==> config.mk <==
export PLATFORM = sky130hd
export DESIGN_NAME = div_seq_ctrl
export DESIGN_NICKNAME = d
export VERILOG_FILES = /design/src/rtl/div_seq_ctrl_pkg.sv /design/src/rtl/div_seq_ctrl_step.sv /design/src/rtl/div_seq_ctrl.sv
export SDC_FILE = /design/constraint.sdc
export NUM_CORES = 1
export LEC_CHECK = 0
export BUFFER_PORTS_ARGS = -buffer_cell sky130_fd_sc_hd__buf_2
export CAP_MARGIN = 20
export CORE_MARGIN = 3
export CORE_UTILIZATION = 50
export CTS_BUF_LIST = sky130_fd_sc_hd__clkbuf_4
export CTS_CLUSTER_SIZE = 40
export DETAILED_ROUTE_END_ITERATION = 8
export GPL_TIMING_DRIVEN = 1
export HOLD_SLACK_MARGIN = 0.08
export MAX_ROUTING_LAYER = met4
export PLACE_DENSITY = 0.77
export SETUP_SLACK_MARGIN = 0.5
export SYNTH_ARGS = -nofsm -noshare
export SYNTH_HDL_FRONTEND = slang
export SYNTH_HIERARCHICAL = 1
export SYNTH_SLANG_ARGS = --single-unit
==> constraint.sdc <==
create_clock -name i_clk -period 10 [get_ports i_clk]
set_input_delay 2 -clock i_clk [delete_from_list [all_inputs] [get_ports i_clk]]
set_output_delay 2 -clock i_clk [all_outputs]
set_load 0.005 [all_outputs]
==> src/rtl/div_seq_ctrl_pkg.sv <==
// Shared definitions for the divide sequencer: FSM states and iteration count.
package mips_defs;
   localparam int DIV_W     = 32;
   localparam int DIV_ITERS = DIV_W;

   typedef enum logic [1:0] {
      S_IDLE = 2'd0,
      S_BUSY = 2'd1,
      S_DONE = 2'd2
   } div_state_e;
endpackage

==> src/rtl/div_seq_ctrl_step.sv <==
// One radix-2 restoring divide iteration, purely combinational.
module div_step #(
   parameter int DATA_W = 32
) (
   input  logic [DATA_W-1:0] i_rem,
   input  logic              i_msb,
   input  logic [DATA_W-1:0] i_dvs,
   output logic [DATA_W-1:0] o_rem,
   output logic              o_qbit
);
   logic [DATA_W:0]   w_shift;
   logic              w_borrow;
   logic [DATA_W-1:0] w_diff;

   assign w_shift = {i_rem, i_msb};
   // A set shifted-out MSB means the trial is non-negative whatever the low borrow says;
   // the wrapped low difference is then still the exact remainder.
   assign {w_borrow, w_diff} = {1'b0, w_shift[DATA_W-1:0]} - {1'b0, i_dvs};
   assign o_qbit = w_shift[DATA_W] | ~w_borrow;
   assign o_rem  = o_qbit ? w_diff : w_shift[DATA_W-1:0];
endmodule

==> src/rtl/div_seq_ctrl.sv <==
// Multi-cycle DIV/DIVU sequencer: freezes F/D/E while running, presents {HI,LO} with a ready strobe.
module div_seq_ctrl
   import mips_defs::*;
#(
   parameter int DATA_W = DIV_ITERS
) (
   input  logic                i_clk,
   input  logic                i_reset,
   input  logic                i_start,
   input  logic                i_signed_div,
   input  logic [DATA_W-1:0]   i_opa,
   input  logic [DATA_W-1:0]   i_opb,
   input  logic                i_cancel,
   output logic                o_stall,
   output logic                o_flushM,
   output logic                o_div_ready,
   output logic [2*DATA_W-1:0] o_hilores
);
   localparam int CNT_W = $clog2(DATA_W);
   localparam logic [CNT_W-1:0] LAST = CNT_W'(DATA_W - 1);

   div_state_e          r_state, w_state_nxt;
   logic [CNT_W-1:0]    r_cnt;
   logic [DATA_W-1:0]   r_rem, r_dvd, r_dvs;
   logic                r_qneg, r_rneg;
   logic [2*DATA_W-1:0] r_result, r_hilores;

   logic                w_accept, w_step, w_last, w_show, w_stall;
   logic [DATA_W-1:0]   w_abs_a, w_abs_b, w_step_rem, w_q, w_q_fix, w_r_fix;
   logic                w_qbit;

   div_step #(.DATA_W(DATA_W)) u_step (
      .i_rem  (r_rem),
      .i_msb  (r_dvd[DATA_W-1]),
      .i_dvs  (r_dvs),
      .o_rem  (w_step_rem),
      .o_qbit (w_qbit)
   );

   assign w_abs_a = (i_signed_div & i_opa[DATA_W-1]) ? -i_opa : i_opa;
   assign w_abs_b = (i_signed_div & i_opb[DATA_W-1]) ? -i_opb : i_opb;
   assign w_q     = {r_dvd[DATA_W-2:0], w_qbit};
   assign w_q_fix = r_qneg ? -w_q : w_q;
   assign w_r_fix = r_rneg ? -w_step_rem : w_step_rem;

   always_ff @(posedge i_clk or posedge i_reset) begin
      if (i_reset) r_state <= S_IDLE;
      else         r_state <= w_state_nxt;
   end

   always_comb begin
      w_state_nxt = r_state;
      w_accept    = 1'b0;
      w_step      = 1'b0;
      w_last      = 1'b0;
      w_show      = 1'b0;
      w_stall     = 1'b0;
      case (r_state)
         S_IDLE: begin
            if (i_start & ~i_cancel) begin
               w_accept    = 1'b1;
               w_stall     = 1'b1;
               w_state_nxt = S_BUSY;
            end
         end
         S_BUSY: begin
            if (i_cancel) begin
               w_state_nxt = S_IDLE;
            end else begin
               w_step  = 1'b1;
               w_stall = 1'b1;
               if (r_cnt == LAST) begin
                  w_last      = 1'b1;
                  w_state_nxt = S_DONE;
               end
            end
         end
         S_DONE: begin
            // DONE never restarts; a held start is only seen again back in IDLE.
            w_show      = ~i_cancel;
            w_state_nxt = S_IDLE;
         end
         default: w_state_nxt = S_IDLE;
      endcase
   end

   always_ff @(posedge i_clk or posedge i_reset) begin
      if (i_reset) begin
         r_cnt     <= '0;
         r_rem     <= '0;
         r_dvd     <= '0;
         r_dvs     <= '0;
         r_qneg    <= 1'b0;
         r_rneg    <= 1'b0;
         r_result  <= '0;
         r_hilores <= '0;
      end else begin
         if (w_accept) begin
            r_cnt  <= '0;
            r_rem  <= '0;
            r_dvd  <= w_abs_a;
            r_dvs  <= w_abs_b;
            r_qneg <= i_signed_div & (i_opa[DATA_W-1] ^ i_opb[DATA_W-1]);
            r_rneg <= i_signed_div & i_opa[DATA_W-1];
         end else if (w_step) begin
            r_cnt <= r_cnt + 1'b1;
            r_rem <= w_step_rem;
            r_dvd <= w_q;
            if (w_last) r_result <= {w_r_fix, w_q_fix};
         end
         if (w_show) r_hilores <= r_result;
      end
   end

   // The finished result is shown during DONE only if not cancelled, so a flush leaves HI/LO untouched.
   assign o_stall     = w_stall;
   assign o_flushM    = w_stall;
   assign o_div_ready = w_show;
   assign o_hilores   = w_show ? r_result : r_hilores;
endmodule

# Yosys cells after proc, flatten, opt, wreduce, memory -nomap -nowiden
# Cells that the tools add are included.
dict set report totals {
  reg_bits 233
  latchBits 0
  mem_bits_rw 0
  romBits 0
  output_inout_bits 67
  wordCells 58
  mem_count 0
}
dict set report op_classes {
  addsub 6
  mul 0
  n_div 0
  n_lt_le_gt_ge 0
  eq_ne 5
  shifts 0
  muxes 25
  bitwise_logic 9
  reduce_logical 4
}
# op n
set ops {}
lappend ops {{$mux 32} 9}
lappend ops {{$neg 32->32} 4}
lappend ops {{$mux 64} 1}
lappend ops {{$sub 32x32->33} 1}
lappend ops {{$mux 5} 2}
lappend ops {{$mux 1} 8}
lappend ops {{$mux 2} 3}
lappend ops {{$add 5x1->5 const B} 1}
lappend ops {{$eq 5x5->1 const B} 1}
lappend ops {{$and 1x1->1} 4}
lappend ops {{$pmux 2 s2} 1}
lappend ops {{$ne 3x3->1 const B} 1}
lappend ops {{$not 1->1} 3}
lappend ops {{$reduce_and 3->1} 1}
lappend ops {{$eq 2x1->1 const B} 1}
lappend ops {{$eq 2x2->1 const B} 1}
lappend ops {{$logic_not 2->1} 1}
lappend ops {{$ne 2x2->1 const B} 1}
lappend ops {{$pmux 1 s2} 1}
lappend ops {{$reduce_and 2->1} 1}
lappend ops {{$reduce_bool 2->1} 1}
lappend ops {{$or 1x1->1} 1}
lappend ops {{$xor 1x1->1} 1}

# Logic depth before layout (Yosys ltp)
dict set report logic_depth {
  word_depth 6
  depth_mapped 22
  mapped_depth_nobuf 19
}

# By module
# The synthesis kept the hierarchy.
# mod instances cells_per_inst area_per_inst_um2
set modules_own_cells {}
lappend modules_own_cells {div_seq_ctrl 1 1130 11668.7}
lappend modules_own_cells {div_step 1 334 2110.8}

# Least setup slack after synthesis
# No wires, ideal clock.
dict set report synth_timing {
  path_kind {input -> output}
  startpoint {in i_cancel}
  endpoint {out o_hilores[54]}
  arrival_time_ns 3.278
  required_time_ns 8.000
  slack_ns 4.722
  stages 4
  n_path_buf 2
  path_cell_list {nor3b_1 clkbuf_1 buf_1 mux2_2}
}
dict set report synth_between {
  elab_chain_cells 3
}
# element line_no
set synth_rtl {}
lappend synth_rtl {{from (decl)} div_seq_ctrl.sv:13} ;# input logic i_cancel,
lappend synth_rtl {{$not 1->1} div_seq_ctrl.sv:80} ;# w_show = ~i_cancel;
lappend synth_rtl {{$mux 1} div_seq_ctrl.sv:58} ;# case (r_state)
lappend synth_rtl {{net o_div_ready} div_seq_ctrl.sv:16} ;# output logic o_div_ready,
lappend synth_rtl {{$mux 64} n/a}
lappend synth_rtl {{to (decl)} div_seq_ctrl.sv:17} ;# output logic [2*DATA_W-1:0] o_hilores
# The timed path passes the listed nets, and every way through them passes these cells.

# Worst setup path after layout
dict set report layout_timing {
  startpoint {in i_cancel}
  endpoint {out o_hilores[63]}
}
dict set report layout_between {
  elab_chain_cells 3
}
# element line_no
set layout_rtl {}
lappend layout_rtl {{$not 1->1} div_seq_ctrl.sv:80}
lappend layout_rtl {{$mux 1} div_seq_ctrl.sv:58}
lappend layout_rtl {{$mux 64} n/a}
# Every way passes these cells.

==> run summary <==
• **Placer Congestion** 0.9397
• **number of clock sinks seen by CTS** 233
• **via count** 11450
• **WP depth** 5
• **CTS root buf** sky130_fd_sc_hd__clkbuf_4
• **maxcap violations** 0
• **antenna violations before repair** 4
• **peak clock frequency supported by timing** 179.3 MHz
• **Clk pwr share** 28.4%
• **Synth async-reset ratio** 100.0%
• **normalized max-slew margin** 30.15%
• **die width** 172.0 microns
• **Detail Placement HPWL** 23860 microns
• **Placed Cells** 1855
• **WHS Endpoint** r_result[58]
• **RSZ-0062 raised after global routing** false
• **total grt overflow** 0
• **Synthesized Nets** 1572
• **Sum Neg Setup Slack** 0 ns
• **effective utilization at floorplan** 50.99%
• **worst-margin pin slew** 1.048 ns
• **number of buffers on the longest clock path** 3
• **cell with the largest stage delay on the worst path** sky130_fd_sc_hd__buf_4
• **count of port buffers added during placement** 135
• **drt drc** 0
• **final cycle utilization of the critical path** 55.79%
• **register bit total from synthesis** 233
• **share of post-route cells with drive strength above 1** 20.30%
• **number of design-rule violations left by the first detailed-router iteration** 867
• **overall routing resource usage** 23.04%
• **full die area** 29590 sq um
• **crit path launch type** input pin
• **worst hold slack after final layout** 0.4800 ns
• **Critical R2R Launch** r_rem[4]
• **power density over the cells** 182.6 nW/um^2
• **register area** 5831 sq um
• **Cell variety after synth** 79
• **outcome** finished clean
• **switching fraction of total power** 37.34%
• **via count of the first global-routing pass** 10800
• **filler cell count** 2373
• **clock transition at the registers of the reported paths** 0.06 ns
• **layout overhead on the synthesized area** 11.23%
• **switching power summed over all nets** 1.045 mW
• **number of synthesized flops with an enable pin** 0
• **Cells after Synth** 1464
• **cell depth of the worst hold path** 2
• **number of gates resized after CTS** 0
• **number of cell instances on the worst register-to-register path** 16
• **number of slew-limit violations in the final report** 0
• **worst hold start** r_result[58]
• **most common cell after layout, fill and taps aside** sky130_fd_sc_hd__dfrtp_1
• **Placement Setup Slack** 4.405 ns
• **largest fanout of any net on the critical path** 65
• **slack of the worst reg-to-reg path** 4.74 ns
• **routed length per placed instance** 17.27 microns
• **detailed-route wire length** 33960 microns
• **signal arrival time at the worst endpoint** 3.58 ns
• **total buffers and inverters traversed by the critical path** 3
• **endpoint required time on the critical path** 8.00 ns
• **Int Power** 1.753 mW
• **final cell utilization of the core** 56.71%
• **highest-count cells in the layout ignoring fill and taps** 233 x sky130_fd_sc_hd__dfrtp_1, 188 x sky130_fd_sc_hd__nand2_1, 160 x sky130_fd_sc_hd__o21ai_0
• **Min-Delay Path Class** flip-flop to flip-flop
• **origin of the worst setup path** i_cancel
• **Largest delay share family, worst path** buffers and inverters
• **Chip Height** 172.0 microns
• **largest net degree at the start of global routing** 143
• **first-pass iteration count of the detailed router** 5
• **Main synth FF type** sky130_fd_sc_hd__dfrtp_1
• **TritonCTS clock tree** built
• **netlist area before placement** 13780 sq um
• **share of synthesized area occupied by flip-flops and latches** 42.31%
• **count of antenna-violating nets left after detailed routing** 0
• **non-filler instance count after layout** 1966
• **endpoint of the worst register-to-register path** r_result[54]
• **static power due to leakage** 7.262 nW
• **largest voltage drop on the vdd net** 67.45 uV
• **Cell Rows** 60
• **total setup buffers inserted after CTS** 0
• **number of buffers created by CTS** 60
• **H-tree Lvls** 2
• **fin crit period** 5.579 ns
• **relative contribution of sequential cells to total power** 41.2%
• **final setup vio count** 0
• **core outline area** 27030 sq um
• **dominant cell type by count on the critical path** sky130_fd_sc_hd__buf_2
• **clock latency reported for the late side of the worst-skew pair** 0.69 ns
• **Critical Setup Path Class** input pin to output pin
• **count of yosys warnings during synthesis** 6
• **final net count** 1685
• **worst clock skew** 0.03445 ns
• **detail-routed via count per cell** 5.821
• **largest stage delay on the critical path** 0.68 ns
• **Syn Area/Cell** 9.412 sq um
• **number of hold violations in the final report** 0
• **global-route wire length before repair** 54670 microns
• **hold buffer count at cts** 0
• **final critical-path setup slack** 4.421 ns
• **multi-input gate area in the final layout** 7333 sq um
• **number of top-level pins** 136
• **sort of element at the end of the critical path** output pin
• **cell-by-cell trace of the critical path** buf_2, nor3b_2, buf_4, mux2_2, buf_2
• **combinational group share of total power** 30.4%
==> cell families after synthesis <==
family,share of synthesized area (%)
XOR/XNOR,7.818
AO/OA/AOI/OAI,20.91
flip-flops,42.31
AND/OR/NAND/NOR,14.34
multiplexers,6.265
buffers and inverters,4.758
adder cells (fa/ha/maj),3.596
==> stage by stage <==
step	instance area (sq um)	total power, mW
after floorplan	13780	1.777
after global placement	14540	1.974
after detailed placement	14540	2.000
after CTS	15290	2.807
after global routing	15330	2.986
final	15330	2.798
==> power by group through the flow <==
stage / logic [mW] / clock network, mW / registers [mW]
floorplan: 0.681 / 0 / 1.10
global placement: 0.818 / 0 / 1.16
detailed placement: 0.839 / 0 / 1.16
CTS: 0.842 / 0.820 / 1.14
global route: 0.959 / 0.864 / 1.16
finish: 0.852 / 0.795 / 1.15
==> routing by layer <==
layer | track usage (%) | vias up | wire (microns)
met5 | - | - | 0
li1 | - | 5575 | -
met3 | 3.864 | 50 | 2420
met2 | 33.41 | 411 | 14670
met1 | 33.97 | 5409 | 16280
met4 | 5.415 | 0 | 581
==> area by class of cell <==
class,count,share of cell area (%)
multi-input combinational,1081,47.84
antenna,4,0.06531
sequential,233,38.04
inverter,58,1.469
timing repair buffer,143,4.931
clock buffer,90,4.408
clock inverter,16,0.4571
tap,341,2.784
==> worst min-delay path: cells and delay by family, from the launching register on <==
family          cells  cell delay, ns
flops               1            0.34
simple gates        1            0.05
compound gates      1            0.06
==> Yosys cell counts, types with 8 or more instances <==
cell                       instances  area share, %
sky130_fd_sc_hd__ha_1             38            3.5
sky130_fd_sc_hd__nand4_1          18           0.82
sky130_fd_sc_hd__buf_2            16           0.58
sky130_fd_sc_hd__a311oi_1          8           0.51
sky130_fd_sc_hd__o21ai_0         160            5.8
sky130_fd_sc_hd__a31oi_1          11           0.50
sky130_fd_sc_hd__mux2_2           64            5.2
sky130_fd_sc_hd__o31ai_1          31            1.7
sky130_fd_sc_hd__nand2b_1         14           0.64
sky130_fd_sc_hd__a22o_1           39            2.5
sky130_fd_sc_hd__a22oi_1          23            1.3
sky130_fd_sc_hd__nor3_1           29            1.1
sky130_fd_sc_hd__nor4_1           10           0.45
sky130_fd_sc_hd__nand3_1          20           0.73
sky130_fd_sc_hd__nand2_1         188            5.1
sky130_fd_sc_hd__a21oi_1          50            1.8
sky130_fd_sc_hd__o21ai_1          32            1.2
sky130_fd_sc_hd__mux2i_1          12           0.87
sky130_fd_sc_hd__o41ai_1          18            1.1
sky130_fd_sc_hd__a41oi_1           9           0.57
sky130_fd_sc_hd__o211ai_1         13           0.71
sky130_fd_sc_hd__nor2_1           56            1.5
sky130_fd_sc_hd__a21o_1            9           0.49
sky130_fd_sc_hd__buf_1             8           0.22
sky130_fd_sc_hd__inv_1            57            1.6
sky130_fd_sc_hd__xor2_1           92            5.8
sky130_fd_sc_hd__dfrtp_1         233             42
sky130_fd_sc_hd__xnor2_1          31            2.0
sky130_fd_sc_hd__clkbuf_1         56            1.5
==> registers in the layout, indices dropped and copies added, names as in the netlist <==
signal and cells:
r_state 2, r_dvs 32, r_qneg 1, r_hilores 64, r_result 64, r_cnt 5, r_dvd 32, r_rem 32
r_rneg 1
==> how the worst max path moves through the flow <==
stage and endpoint:
3_3_place_gp o_hilores[45], 3_5_place_dp o_hilores[63], 4_1_cts o_hilores[63], 2_1_floorplan r_cnt[0], 6_report o_hilores[63], 5_1_grt r_result[54]
Power figures use the tool's default switching activity.
